$ cat config.mk
export PLATFORM = sky130hd
export DESIGN_NAME = ldpc_bitflip_decoder_flat
export DESIGN_NICKNAME = d
export VERILOG_FILES = /design/src/rtl/ldpc_bitflip_decoder_if.sv /design/src/rtl/ldpc_bitflip_decoder.sv /design/src/flat_wrapper.sv
export SDC_FILE = /design/constraint.sdc
export NUM_CORES = 1
export LEC_CHECK = 0
export ABC_CLOCK_PERIOD_IN_PS = 27500
export CORE_UTILIZATION = 48
export DETAILED_ROUTE_END_ITERATION = 8
export PLACE_DENSITY_LB_ADDON = 0.15
export SLEW_MARGIN = 5
export SYNTH_ARGS = -nofsm -noshare
export SYNTH_HDL_FRONTEND = slang
export SYNTH_SLANG_ARGS = --single-unit
export TNS_END_PERCENT = 1
$ cat constraint.sdc
create_clock -name clk -period 27.5 [get_ports clk]
set_input_delay 5.5 -clock clk [delete_from_list [all_inputs] [get_ports clk]]
set_output_delay 5.5 -clock clk [all_outputs]
set_load 0.005 [all_outputs]
$ cat src/rtl/ldpc_bitflip_decoder_if.sv
// Handshake bundle for the bit-flip decoder.
//   in_valid/in_ready/in_word       : received word, accepted on valid & ready
//   out_valid/out_ready             : result handshake
//   out_word/out_ok/out_syndrome    : decoded word, zero-syndrome flag, residual syndrome
//   out_iters                       : flip iterations used for this word
// slave modport is the decoder side; master modport is the producer/consumer side.
interface ldpc_bitflip_decoder_if #(
  parameter int ITER_W = 4
);
  logic              in_valid;
  logic              in_ready;
  logic [14:0]       in_word;
  logic              out_valid;
  logic              out_ready;
  logic [14:0]       out_word;
  logic              out_ok;
  logic [14:0]       out_syndrome;
  logic [ITER_W-1:0] out_iters;

  modport slave (
    input  in_valid, in_word, out_ready,
    output in_ready, out_valid, out_word, out_ok, out_syndrome, out_iters
  );

  modport master (
    output in_valid, in_word, out_ready,
    input  in_ready, out_valid, out_word, out_ok, out_syndrome, out_iters
  );
endinterface

$ cat src/rtl/ldpc_bitflip_decoder.sv
// Hard-decision bit-flipping decoder for the 15-bit cyclic LDPC code.
// Ports:
//   clk  : clock, rising edge
//   rst  : synchronous active-high reset
//   bus  : ldpc_bitflip_decoder_if.slave (input word handshake, result handshake)
//
// state | meaning
// IDLE  | waiting for an input word, in_ready high
// ITER  | recompute syndrome each cycle, flip worst bits until clean or capped
// DONE  | registered result presented with out_valid until out_ready
module ldpc_bitflip_decoder #(
  parameter int MAX_ITER = 8,
  parameter int ITER_W   = 4
) (
  input  logic                  clk,
  input  logic                  rst,
  ldpc_bitflip_decoder_if.slave bus
);

  if (MAX_ITER < 0 || MAX_ITER > (2 ** ITER_W) - 1) begin : g_bad_iter_w
    $error("ldpc_bitflip_decoder: MAX_ITER does not fit in ITER_W bits");
  end

  typedef enum logic [1:0] {IDLE, ITER, DONE} state_t;

  state_t            state, state_d;
  logic [14:0]       w;
  logic [ITER_W-1:0] iter;
  logic [14:0]       syn;
  logic [2:0]        cnt [15];
  logic [2:0]        max_cnt;
  logic [14:0]       flip;
  logic              at_cap;

  // Check i covers bits {i, i+8, i+9, i+11} mod 15.
  always_comb begin
    syn = '0;
    for (int i = 0; i < 15; i++) begin
      syn[i] = w[i] ^ w[(i + 8) % 15] ^ w[(i + 9) % 15] ^ w[(i + 11) % 15];
    end
  end

  // Bit j sits in checks {j, j+4, j+6, j+7} mod 15; count its unsatisfied checks.
  always_comb begin
    for (int j = 0; j < 15; j++) begin
      cnt[j] = {2'b00, syn[j]} + {2'b00, syn[(j + 4) % 15]}
             + {2'b00, syn[(j + 6) % 15]} + {2'b00, syn[(j + 7) % 15]};
    end
  end

  always_comb begin
    max_cnt = '0;
    for (int j = 0; j < 15; j++) begin
      if (cnt[j] > max_cnt) max_cnt = cnt[j];
    end
  end

  // All bits tied at the maximum flip together; an all-zero max means nothing to flip.
  always_comb begin
    flip = '0;
    for (int j = 0; j < 15; j++) begin
      flip[j] = (max_cnt != 3'd0) && (cnt[j] == max_cnt);
    end
  end

  assign at_cap = (iter == ITER_W'(MAX_ITER));

  always_ff @(posedge clk) begin
    if (rst) state <= IDLE;
    else     state <= state_d;
  end

  always_comb begin
    state_d = state;
    case (state)
      IDLE:    if (bus.in_valid) state_d = ITER;
      ITER:    if (syn == '0 || at_cap) state_d = DONE;
      DONE:    if (bus.out_ready) state_d = IDLE;
      default: state_d = IDLE;
    endcase
  end

  always_ff @(posedge clk) begin
    if (rst) begin
      w                <= '0;
      iter             <= '0;
      bus.out_word     <= '0;
      bus.out_ok       <= 1'b0;
      bus.out_syndrome <= '0;
      bus.out_iters    <= '0;
    end else begin
      case (state)
        IDLE: begin
          if (bus.in_valid) begin
            w    <= bus.in_word;
            iter <= '0;
          end
        end
        ITER: begin
          if (syn == '0 || at_cap) begin
            bus.out_word     <= w;
            bus.out_ok       <= (syn == '0);
            bus.out_syndrome <= syn;
            bus.out_iters    <= iter;
          end else begin
            w    <= w ^ flip;
            iter <= iter + 1'b1;
          end
        end
        default: ;
      endcase
    end
  end

  assign bus.in_ready  = (state == IDLE);
  assign bus.out_valid = (state == DONE);

endmodule

$ cat src/flat_wrapper.sv
// flat-port wrapper written by rule: the top's interface ports become plain ports
module ldpc_bitflip_decoder_flat 
#(
  parameter int MAX_ITER = 8,
  parameter int ITER_W   = 4
)
  (clk, rst, bus_in_valid, bus_in_word, bus_out_ready, bus_in_ready, bus_out_valid, bus_out_word, bus_out_ok, bus_out_syndrome, bus_out_iters);
  ldpc_bitflip_decoder_if #(.ITER_W(ITER_W)) bus_i ();
  input  logic clk;
  input  logic rst;
  input wire logic [$bits(bus_i.in_valid)-1:0] bus_in_valid;
  input wire logic [$bits(bus_i.in_word)-1:0] bus_in_word;
  input wire logic [$bits(bus_i.out_ready)-1:0] bus_out_ready;
  output wire logic [$bits(bus_i.in_ready)-1:0] bus_in_ready;
  output wire logic [$bits(bus_i.out_valid)-1:0] bus_out_valid;
  output wire logic [$bits(bus_i.out_word)-1:0] bus_out_word;
  output wire logic [$bits(bus_i.out_ok)-1:0] bus_out_ok;
  output wire logic [$bits(bus_i.out_syndrome)-1:0] bus_out_syndrome;
  output wire logic [$bits(bus_i.out_iters)-1:0] bus_out_iters;
  assign bus_i.in_valid = bus_in_valid;
  assign bus_i.in_word = bus_in_word;
  assign bus_i.out_ready = bus_out_ready;
  assign bus_in_ready = bus_i.in_ready;
  assign bus_out_valid = bus_i.out_valid;
  assign bus_out_word = bus_i.out_word;
  assign bus_out_ok = bus_i.out_ok;
  assign bus_out_syndrome = bus_i.out_syndrome;
  assign bus_out_iters = bus_i.out_iters;
  ldpc_bitflip_decoder #(.MAX_ITER(MAX_ITER), .ITER_W(ITER_W)) u_core (.clk(clk), .rst(rst), .bus(bus_i));
endmodule
==> key figures <==
STA
  • Final min period: 22.35 ns
  • Max-slew violations: 0
  • Layout Skew: 0.00730 ns
  • Tcrit/Tclk final: 0.813
  • Final setup viols: 0
  • Max_slew headroom: 0.247
  • Worst slew pin tran: 1.13 ns
  • Final hold vios: 0
  • RSZ-0062 raised after global routing: false
  • Setup TNS: 0 ns
  • F_max: approximately 45 MHz

Global routing
  • Largest net degree at the start of global routing: 78
  • Number of global-route vias before repair: 5,754
  • Initial antenna violation count: 0
  • Global-route wire length before repair: 29,300 um
  • Total gr overflow: 0
  • Gr usage total: 0.261

Setup path
  • Setup crit start kind: flop
  • Most used cell, CP: ha_1
  • CP Class: flop to flop
  • CP Data Arrival Time: 22.58 ns
  • Worst r2r src: u_core.w[14]
  • Critical path required time: about 28 ns
  • Max FO, Critical Path: 24
  • Slowest stage delay, CP: between 0.7 and 0.8 ns
  • Crit-path slowest cell: a32oi_4
  • Worst Setup SP: u_core.w[14]
  • CP Capture Type: flop

Yosys
  • Yosys warns: 0
  • Post-synth EDFFs: 0
  • Mapped Cells: between 800 and 900
  • Syn nets: 915
  • Synth unique cells: about 70
  • Synth Cell Area: 6410 um^2
  • Synth Flop Type: dfxtp_1
  • FF+latch count, synth: 56
  • Mean area per synthesized cell: 7.94 um^2
  • Synth async-reset ratio: 0
  • Register area share after synthesis: 0.175

Die
  • # IOs: 56
  • Die Footprint: 13,800 um^2
  • Die Wd: roughly 120 um
  • Core Footprint: 12,800 um^2
  • DIE HEIGHT: 118 um
  • Std-Cell Rows: 41
  • Starting Density: 0.500

Routing
  • Vias/cell: 5.84
  • Avg WL per Cell: about 18 um
  • DRC violations left: 0
  • Vias: about 5,900
  • Post-DRT Antenna Nets: 0
  • Routed wire length: around 18,000 um
  • 1st-pass router iterations: 5
  • Starting DRT DRC Count: 389

Hold path
  • HP Class: flop to flop
  • HP Start: u_core.bus.out_word[3]

Place
  • HPWL after detailed placement: 14,100 um
  • GP Congestion: 0.972
  • Port bufs: 55

Clock tree
  • Clk buf depth: 2
  • Post-CTS Setup Bufs: 0
  • Cts hold-fix bufs: 0
  • Total CTS buffers: 5
  • CTS sink cnt: 56
  • CTS clk-pin slew, worst paths: 0.07 ns
  • CTS tree: done
  • Cts repair resizes: 0
  • Htree depth: 2
  • Root Buffer: clkbuf_16
  • Clk_lat worst skew: 0.30 ns

Cells and area
  • Commonest non-fill, non-tap cell in the layout: nand2_1
  • Area grow syn2layout: 12.0%
  • Final #Nets: 943
  • Commonest cells after routing, fill and taps aside: nand2_1, nor2_1, ha_1, dfxtp_1, clkdlybuf4s50_1
  • Layout cells sized above 1: 0.0562
  • Ant diodes: 0

Run status
  • Outcome: complete, no violations

Run
  • MaxCap Viol Count: 0
Yosys cell counts, types with 10 or more instances:
cell       n  area [um^2]
buf_2     16         80.1
nor3_1    29          145
dfxtp_1   56         1120
a21oi_1   49          245
clkbuf_1  23         86.3
nor2b_1   13         81.3
xor2_1    29          254
nor2_1    75          282
or3_1     13         81.3
ha_1      74          926
nand3_1   17         85.1
inv_1     53          199
fa_1      15          300
and3_1    10         62.6
nand2_1   86          323
mux2i_1   21          210
o21ai_0   12         60.1
a21o_1    12         90.1
xnor2_1   49          429
metrics by stage:
stage,setup WS [ns],util,instance area [um^2],std cells,hold slack [ns]
after global routing,3.51,0.560,7180,1008,0.481
after CTS,5.29,0.560,7180,1008,0.458
after detailed placement,5.35,0.549,7040,1000,0.448
final,5.15,0.560,7180,1008,0.455
after floorplan,8.47,-,6410,807,0.445
after global placement,6.28,0.549,7040,1000,0.444
layer usage:
layer / up-vias / global-route usage / wire length [um]
met3: 27 / 0.0392 / 1010
li1: 2895 / - / -
met2: 151 / 0.437 / 8500
met5: - / 0 / 0
met4: 0 / 0.0721 / 362
met1: 2811 / 0.347 / 8130
final timing paths:
kind | slack, ns | depth (start not counted) | endpoint
max | 5.15 | 89 | u_core.w[3]
min | 0.45 | 2 | u_core.bus.out_word[3]
max reg2reg | 5.15 | 89 | u_core.w[3]
min reg2reg | 0.45 | 2 | u_core.bus.out_word[3]
layout make-up:
cell class,count,area [um^2]
fillers,1259,5640
clock inverters,2,16.3
clock buffers,6,129
multi-input cells,655,4890
repair buffers,64,613
inverters,53,199
well taps,172,215
flip-flops and latches,56,1120
worst max-delay path, delay by kind of cell, from the launching register on:
kind,cells,cell delay (ns)
AO/OA/AOI/OAI,29,7.40
AND/OR/NAND/NOR,28,5.48
adder cells (fa/ha/maj),17,5.07
multiplexers,6,2.19
XOR/XNOR,2,0.78
buffers and inverters,7,0.72
flip-flops,1,0.59
flip-flops by register name, summed over array words and instances (netlist names):
register and cells:
u_core.bus.out_syndrome 15, u_core.bus.out_word 15, u_core.w 15, u_core.bus.out_iters 4, u_core.iter 4, u_core.state 2
u_core.bus.out_ok 1
cells by family (layout without fill, tap and decap cells):
group | Yosys count | count (layout) | synth area share
AOI/OAI and AO/OA | 167 | 167 | 0.194
xor gates and xnor gates | 78 | 78 | 0.107
and+or+nand+nor | 290 | 290 | 0.220
adders and majority gates | 89 | 89 | 0.191
buffers and inverters | 96 | 125 | 0.0628
DFF | 56 | 56 | 0.175
muxes | 31 | 31 | 0.0504
Power is not shown: default switching activity piles up to over one toggle a cycle in this logic, so the estimate is an artifact.
